### config.mk
export PLATFORM = sky130hd
export DESIGN_NAME = bram_tdp_rr_arbiter
export DESIGN_NICKNAME = d
export VERILOG_FILES = /design/src/rtl/bram_tdp_rr_arbiter.sv
export SDC_FILE = /design/constraint.sdc
export NUM_CORES = 1
export LEC_CHECK = 0
export BUFFER_PORTS_ARGS = -buffer_cell sky130_fd_sc_hd__buf_2
export CORE_MARGIN = 2
export CORE_UTILIZATION = 44
export CTS_BUF_LIST = sky130_fd_sc_hd__clkbuf_4 sky130_fd_sc_hd__clkbuf_8 sky130_fd_sc_hd__clkbuf_16
export DETAILED_ROUTE_END_ITERATION = 12
export PLACE_DENSITY_LB_ADDON = 0.05
export SLEW_MARGIN = 20
export SYNTH_ARGS = -nofsm -noshare
export SYNTH_HDL_FRONTEND = slang
export SYNTH_SLANG_ARGS = --single-unit
### constraint.sdc
create_clock -name clka -period 3.75 [get_ports clka]
set_clock_uncertainty 0.2 [all_clocks]
set_input_delay 0.1875 -clock clka [delete_from_list [all_inputs] [get_ports clka]]
set_output_delay 0.1875 -clock clka [all_outputs]
set_load 0.01 [all_outputs]
### src/rtl/bram_tdp_rr_arbiter.sv
// Purpose: round-robin share of one true-dual-port no-change BRAM among NUM_REQ requesters (two grants per cycle, A then B).
// Latency: grant is combinational; read data returns to the issuing requester RD_LATENCY+1 cycles after the grant.
// Backpressure: req_ready is the grant; ungranted requests simply wait, and no response path can stall.
module bram_tdp_rr_arbiter #(
  parameter int NUM_REQ    = 4,
  parameter int RAM_WIDTH  = 16,
  parameter int RAM_DEPTH  = 1024,
  parameter int RD_LATENCY = 2,
  localparam int AW        = $clog2(RAM_DEPTH)
) (
  input  logic                         clka,
  input  logic                         rst_n,
  input  logic [NUM_REQ-1:0]           req_valid,
  input  logic [NUM_REQ-1:0]           req_we,
  input  logic [NUM_REQ*AW-1:0]        req_addr,
  input  logic [NUM_REQ*RAM_WIDTH-1:0] req_wdata,
  output logic [NUM_REQ-1:0]           req_ready,
  output logic [NUM_REQ-1:0]           rsp_valid,
  output logic [NUM_REQ*RAM_WIDTH-1:0] rsp_rdata,
  output logic                         ram_ena,
  output logic                         ram_enb,
  output logic                         ram_wea,
  output logic                         ram_web,
  output logic [AW-1:0]                ram_addra,
  output logic [AW-1:0]                ram_addrb,
  output logic [RAM_WIDTH-1:0]         ram_dina,
  output logic [RAM_WIDTH-1:0]         ram_dinb,
  output logic                         ram_regcea,
  output logic                         ram_regceb,
  output logic                         ram_rsta,
  output logic                         ram_rstb,
  input  logic [RAM_WIDTH-1:0]         ram_douta,
  input  logic [RAM_WIDTH-1:0]         ram_doutb
);

  localparam int IDW = (NUM_REQ > 1) ? $clog2(NUM_REQ) : 1;

  // One entry of the per-port read-return pipeline: is it a read, and whose.
  typedef struct packed {
    logic           vld;
    logic [IDW-1:0] id;
  } tag_t;

  logic [IDW-1:0]       rr_ptr;
  logic [AW-1:0]        addr_arr  [NUM_REQ];
  logic [RAM_WIDTH-1:0] wdata_arr [NUM_REQ];
  logic [RAM_WIDTH-1:0] rdata_q   [NUM_REQ];
  logic                 a_found, b_found, b_conflict;
  logic                 grant_a, grant_b;
  logic [IDW-1:0]       a_idx, b_idx;
  int                   scan_idx;
  tag_t                 pipe_a [RD_LATENCY];
  tag_t                 pipe_b [RD_LATENCY];

  for (genvar i = 0; i < NUM_REQ; i++) begin : g_unpack
    assign addr_arr[i]                        = req_addr[i*AW +: AW];
    assign wdata_arr[i]                       = req_wdata[i*RAM_WIDTH +: RAM_WIDTH];
    assign rsp_rdata[i*RAM_WIDTH +: RAM_WIDTH] = rdata_q[i];
  end

  assign ram_regcea = 1'b1;
  assign ram_regceb = 1'b1;
  assign ram_rsta   = ~rst_n;
  assign ram_rstb   = ~rst_n;

  // Scan from rr_ptr: first valid requester is the A candidate, the next one the B candidate.
  always_comb begin
    a_found  = 1'b0;
    b_found  = 1'b0;
    a_idx    = '0;
    b_idx    = '0;
    scan_idx = 0;
    for (int k = 0; k < NUM_REQ; k++) begin
      scan_idx = int'(rr_ptr) + k;
      if (scan_idx >= NUM_REQ) scan_idx = scan_idx - NUM_REQ;
      if (req_valid[scan_idx]) begin
        if (!a_found) begin
          a_found = 1'b1;
          a_idx   = IDW'(scan_idx);
        end else if (!b_found) begin
          b_found = 1'b1;
          b_idx   = IDW'(scan_idx);
        end
      end
    end
  end

  // Same-address pairs involving a write are serialised so the BRAM never sees a port collision.
  assign b_conflict = a_found && b_found && (addr_arr[a_idx] == addr_arr[b_idx]) &&
                      (req_we[a_idx] || req_we[b_idx]);
  assign grant_a    = rst_n && a_found;
  assign grant_b    = rst_n && b_found && !b_conflict;

  // Drive the grants and both BRAM ports; an idle port is fully zeroed.
  always_comb begin
    req_ready = '0;
    if (grant_a) req_ready[a_idx] = 1'b1;
    if (grant_b) req_ready[b_idx] = 1'b1;
    ram_ena   = grant_a;
    ram_wea   = grant_a && req_we[a_idx];
    ram_addra = grant_a ? addr_arr[a_idx]  : '0;
    ram_dina  = grant_a ? wdata_arr[a_idx] : '0;
    ram_enb   = grant_b;
    ram_web   = grant_b && req_we[b_idx];
    ram_addrb = grant_b ? addr_arr[b_idx]  : '0;
    ram_dinb  = grant_b ? wdata_arr[b_idx] : '0;
  end

  // Advance the pointer past the last requester actually granted.
  always_ff @(posedge clka) begin
    if (!rst_n) begin
      rr_ptr <= '0;
    end else if (grant_b) begin
      rr_ptr <= (b_idx == IDW'(NUM_REQ - 1)) ? '0 : b_idx + 1'b1;
    end else if (grant_a) begin
      rr_ptr <= (a_idx == IDW'(NUM_REQ - 1)) ? '0 : a_idx + 1'b1;
    end
  end

  // Read tags travel alongside the BRAM read pipeline so each result knows its owner.
  always_ff @(posedge clka) begin
    if (!rst_n) begin
      for (int s = 0; s < RD_LATENCY; s++) begin
        pipe_a[s] <= '0;
        pipe_b[s] <= '0;
      end
    end else begin
      pipe_a[0] <= '{vld: grant_a && !req_we[a_idx], id: a_idx};
      pipe_b[0] <= '{vld: grant_b && !req_we[b_idx], id: b_idx};
      for (int s = 1; s < RD_LATENCY; s++) begin
        pipe_a[s] <= pipe_a[s-1];
        pipe_b[s] <= pipe_b[s-1];
      end
    end
  end

  // Register the returning data into the owner's slot as a one-cycle pulse.
  always_ff @(posedge clka) begin
    if (!rst_n) begin
      rsp_valid <= '0;
      for (int i = 0; i < NUM_REQ; i++) rdata_q[i] <= '0;
    end else begin
      rsp_valid <= '0;
      for (int i = 0; i < NUM_REQ; i++) begin
        if (pipe_a[RD_LATENCY-1].vld && pipe_a[RD_LATENCY-1].id == IDW'(i)) begin
          rsp_valid[i] <= 1'b1;
          rdata_q[i]   <= ram_douta;
        end else if (pipe_b[RD_LATENCY-1].vld && pipe_b[RD_LATENCY-1].id == IDW'(i)) begin
          rsp_valid[i] <= 1'b1;
          rdata_q[i]   <= ram_doutb;
        end
      end
    end
  end

endmodule

==> results.env <==
CRIT_SLOWEST_CELL='mux4_2'
SYNTHARSTFLOPSHARE_PCT=0
RSZ0062_AT_GRT='yes'
WORST_IR_DROP_VDD_uV=387
FLOORPLAN.CORE_AREA_UM2=14400
DRV_SLEW=0
GLOBALROUTE.TOTALOVERFLOW=0
SYNTHSIMPLEGATEAREAFRAC_PCT=15.7
DIE_AREA_UM2=15600
PATH_CELLS='mux4_2, ha_4, a32o_2, nor3_4, buf_12, buf_12, mux2_2, a21o_1, a221oi_2, a32oi_2, o31ai_4, buf_6, inv_6, a22o_1, buf_6'
POST_ROUTE_CELLS_DRIVE_ABOVE_1_SHARE_PCT=53.4
POST_DRT_WL_PER_CELL_UM=18.7
PROPORTION_OF_SYNTHESIZED_CHIP_AREA_IN_SEQUENTIAL_CELLS_PCT=35.6
DRT-INITIAL-DRC-COUNT=390
POWER.DENSITY_CELL_AREA_nW_PER_UM2=651
SETUP_SLACK_NS=-0.668
SWITCHING_SHARE_OF_POWER_PCT=39.3
SYNTHESIS_TO_FINISH_AREA_GROWTH_PCT=54.9
CLOCK_POWER_SHARE_PCT=13.9
PATH_CLK_SLEW_NS=0.06
LARGEST_FAMILY_OF_LOGIC_CELLS_BY_SYNTHESIZED_AREA='multiplexers'
CTS_ROOT_BUF='clkbuf_16'
TIMING.REG2REG.WORST_PATH_DEPTH=17
FF2FF_SETUP_SLACK_NS=-0.50
FINALSETUPVIOLATIONS=35
MAXIMUM_NUMBER_OF_PINS_ON_ONE_NET_BEFORE_GLOBAL_ROUTE_REPAIR=38
SYNTH_XOR_XNOR_AREA_SHARE_PCT=0.273
CTS_TREE='built'
VIOLATIONS='negative setup slack'
GRT_ANTENNA_BEFORE_REPAIR=1
TOTAL_OF_FLIP_FLOPS_PLUS_LATCHES_AFTER_SYNTHESIS=82
GP_CONGESTION=0.948
CLKSINKCOUNT=82
POSTSYNTHCELLCOUNT=636
CP_SLOWEST_STAGE_DELAY_NS=0.55
ROUTE.DETAILED.DRC=0
LAYOUT_COMMONEST_CELL='buf_2'
CRITPATHARRIVALTIME_NS=4.03
FINAL_CORE_UTIL_PCT=69.2
SYNTH.TOP_CELLS.BY_AREA='edfxtp_1, mux2i_1, mux4_2'
SYNTH_LARGEST_AREA_CELL='edfxtp_1'
SYNTH_CELL_TYPE_COUNT=67
MIN_PERIOD_OVER_PERIOD_PCT=118
VIA_PER_INST=5.63
H_TREE_LEVELS=3
FINAL_ANTENNA_NET_COUNT=0
COMB_POWER_SHARE_PCT=68.5
SEQPWRFRAC_PCT=17.6
CRITICAL_PATH.STARTPOINT_TYPE='flip-flop'
MIN_DELAY_WORST_ENDPOINT='rdata_q[3][11]'
REG2REG_FROM='rr_ptr[0]'
ROUTED_WL_UM=22000
POWER_mW=6.47
TRACK_USAGE_PCT=27.3
DIE_WIDTH_UM=125
P_LEAK_nW=4.58
CTS_MADE_BUFFERS=9
HOLD-PATH-CELL-COUNT=2
SYNTH_MUX_AREA_SHARE_PCT=27.2
SYNTH_COMPOUND_GATE_AREA_SHARE_PCT=14.1
INITIAL_STANDARD_CELL_UTILIZATION_OF_THE_CORE_PCT=44.7
DRV.MAX_CAP_VIOLATION_COUNT=0
R2R_END='rr_ptr[1]'
SYNTH_EDF_COUNT=64
INSERTION_DELAY_NS=0.33
GLOBAL_ROUTE_WIRE_LENGTH_BEFORE_REPAIR_UM=34300
CRIT_TYPE='flip-flop to output pin'
LAYOUT_COMMON_CELLS='buf_2, mux2i_1, nor2_1'
FINISH.NET_COUNT=1142
DESIGN.PORTCOUNT=278
FINALWORSTPATHREQUIREDPERIOD_NS=4.42
FP-ROW-COUNT=44
DOMINANTREGCELLSYNTH='edfxtp_1'
CRITICAL_PATH_REQUIRED_NS=3.36
WORSTMARGINPINSLEW_NS=0.854
CRIT_END_CATEGORY='output pin'
NETSWITCHINGPOWER_mW=2.54
SYNTH_TOP_CELL_AREA_SHARE_PCT=29.9
FINAL_HOLD_VIO_COUNT=0
DRT_PRE_ANTENNA_ITERS=5
POST-DP-HPWL_UM=15700
VIA_COUNT_OF_THE_FIRST_GLOBAL_ROUTING_PASS=6773
TIMING.MAX_SLEW.REL_SLACK_PCT=43.0
CTS.PATH.MAX_BUFFERS=2
BUFFER_PORTS.INSERTED=275
SYNTH_AREA_PER_INST_UM2=10.1
RUN_STATUS='finished, violations left'
CHIPHEIGHT_UM=125
CRITICAL_HOLD_PATH_STARTPOINT='ram_douta[11]'
ROUTED-VIA-COUNT=6616
MAXCLOCKFREQUENCY_MHz=226
POWER_REPORT.INTERNAL_TOTAL_mW=3.93
YOSYS_WARNINGS=0
SYNTHADDERAREAFRAC_PCT=2.12
CRIT_PATH_MAX_FANOUT=8
SYNTHESIS.AREA_UM2=6420
MIN-DELAY-PATH-CLASS='input port to flip-flop'
[Yosys cell counts, types with 5 or more instances]
master      n
and3_1     15
nor3_1      5
buf_2      15
edfxtp_1   64
ha_1       10
a211oi_1   25
clkbuf_1   25
a22o_1     21
nand2_1    21
nand3_1    15
a21oi_1    14
o21ai_0    12
mux2_2     24
mux4_2     18
buf_4       7
o21ai_1     6
buf_1       6
nor2_1     87
mux2i_1   107
inv_1      13
nor2b_1     6
and2_1     28
nand2b_1    5
dfxtp_1    18
[per-layer routing]
| metal | wire, um | track usage, % |
|---|---|---|
| met1 | 8670 | 32.5 |
| met2 | 11200 | 48.7 |
| met3 | 1640 | 5.50 |
| met4 | 534 | 9.72 |
| met5 | 0 | 0 |
[kinds of logic after synthesis]
logic type               Yosys count
other                              1
flip-flops                        82
buffers and inverters             70
AO/OA/AOI/OAI                    119
AND/OR/NAND/NOR                  202
multiplexers                     149
XOR/XNOR                           2
adder cells (fa/ha/maj)           11
[critical path, delay by kind of cell (launching register included)]
kind / cells / cell delay [ns]
AO/OA/AOI/OAI: 6 / 1.35
adder cells (fa/ha/maj): 1 / 0.21
buffers and inverters: 5 / 0.61
flip-flops: 1 / 0.34
multiplexers: 2 / 0.91
AND/OR/NAND/NOR: 1 / 0.23
[area by class of cell]
| class | count | area (um^2) |
|---|---|---|
| Fill cell | 1102 | 4430 |
| Multi-Input combinational cell | 486 | 4420 |
| Timing Repair Buffer | 392 | 2630 |
| Sequential cell | 82 | 2280 |
| Clock buffer | 14 | 299 |
| Tap cell | 184 | 230 |
| Inverter | 15 | 61.3 |
| Clock inverter | 2 | 15.0 |
| Antenna cell | 1 | 2.50 |
[state kept, by name, indices dropped and copies added (netlist names)]
name       count
pipe_a         6
rr_ptr         2
rdata_q       64
rsp_valid      4
pipe_b         6
[worst max path at each step]
stage	cells past startpoint	slack (ns)	to	from
after detailed placement	13	-0.41	rr_ptr[0]	rr_ptr[0]
after global routing	15	-0.78	ram_dinb[12]	rr_ptr[0]
after global placement	14	-0.37	ram_addrb[0]	rr_ptr[0]
after floorplan	14	-0.07	ram_addrb[5]	rr_ptr[0]
final	15	-0.67	req_ready[3]	rr_ptr[0]
after CTS	15	-0.63	req_ready[3]	rr_ptr[0]
[through the flow]
stage / hold WS (ns) / setup WS (ns) / area [um^2] / cells / setup TNS (ns)
after floorplan: 0.190 / -0.0666 / 6730 / 637 / -1.14
after global placement: 0.219 / -0.370 / 8660 / 1118 / -11.48
after detailed placement: 0.221 / -0.406 / 8660 / 1118 / -12.50
after CTS: 0.00296 / -0.627 / 9630 / 1169 / -19.96
after global routing: 0.0139 / -0.775 / 9940 / 1176 / -26.07
final: 0.0132 / -0.668 / 9940 / 1176 / -21.44
[repair_timing]
action | CTS | global route
setup endpoints to repair | 51 | 51
hold endpoints to repair | 10 | 0
pin swaps | 21 | 11
buffers inserted | 12 | 5
cloned | 5 | 1
gates resized for setup | 64 | 54
hold buffers | 18 | 0
[power by group through the flow]
stage               Combinational [mW]  Clock (mW)  Sequential (mW)
CTS                               3.95       0.911             1.14
global route                      4.72       0.951             1.15
floorplan                         2.27           0             1.18
detailed placement                3.53           0             1.16
global placement                  3.47           0             1.15
finish                            4.43       0.902             1.14
(Power assumes the default switching activity.)
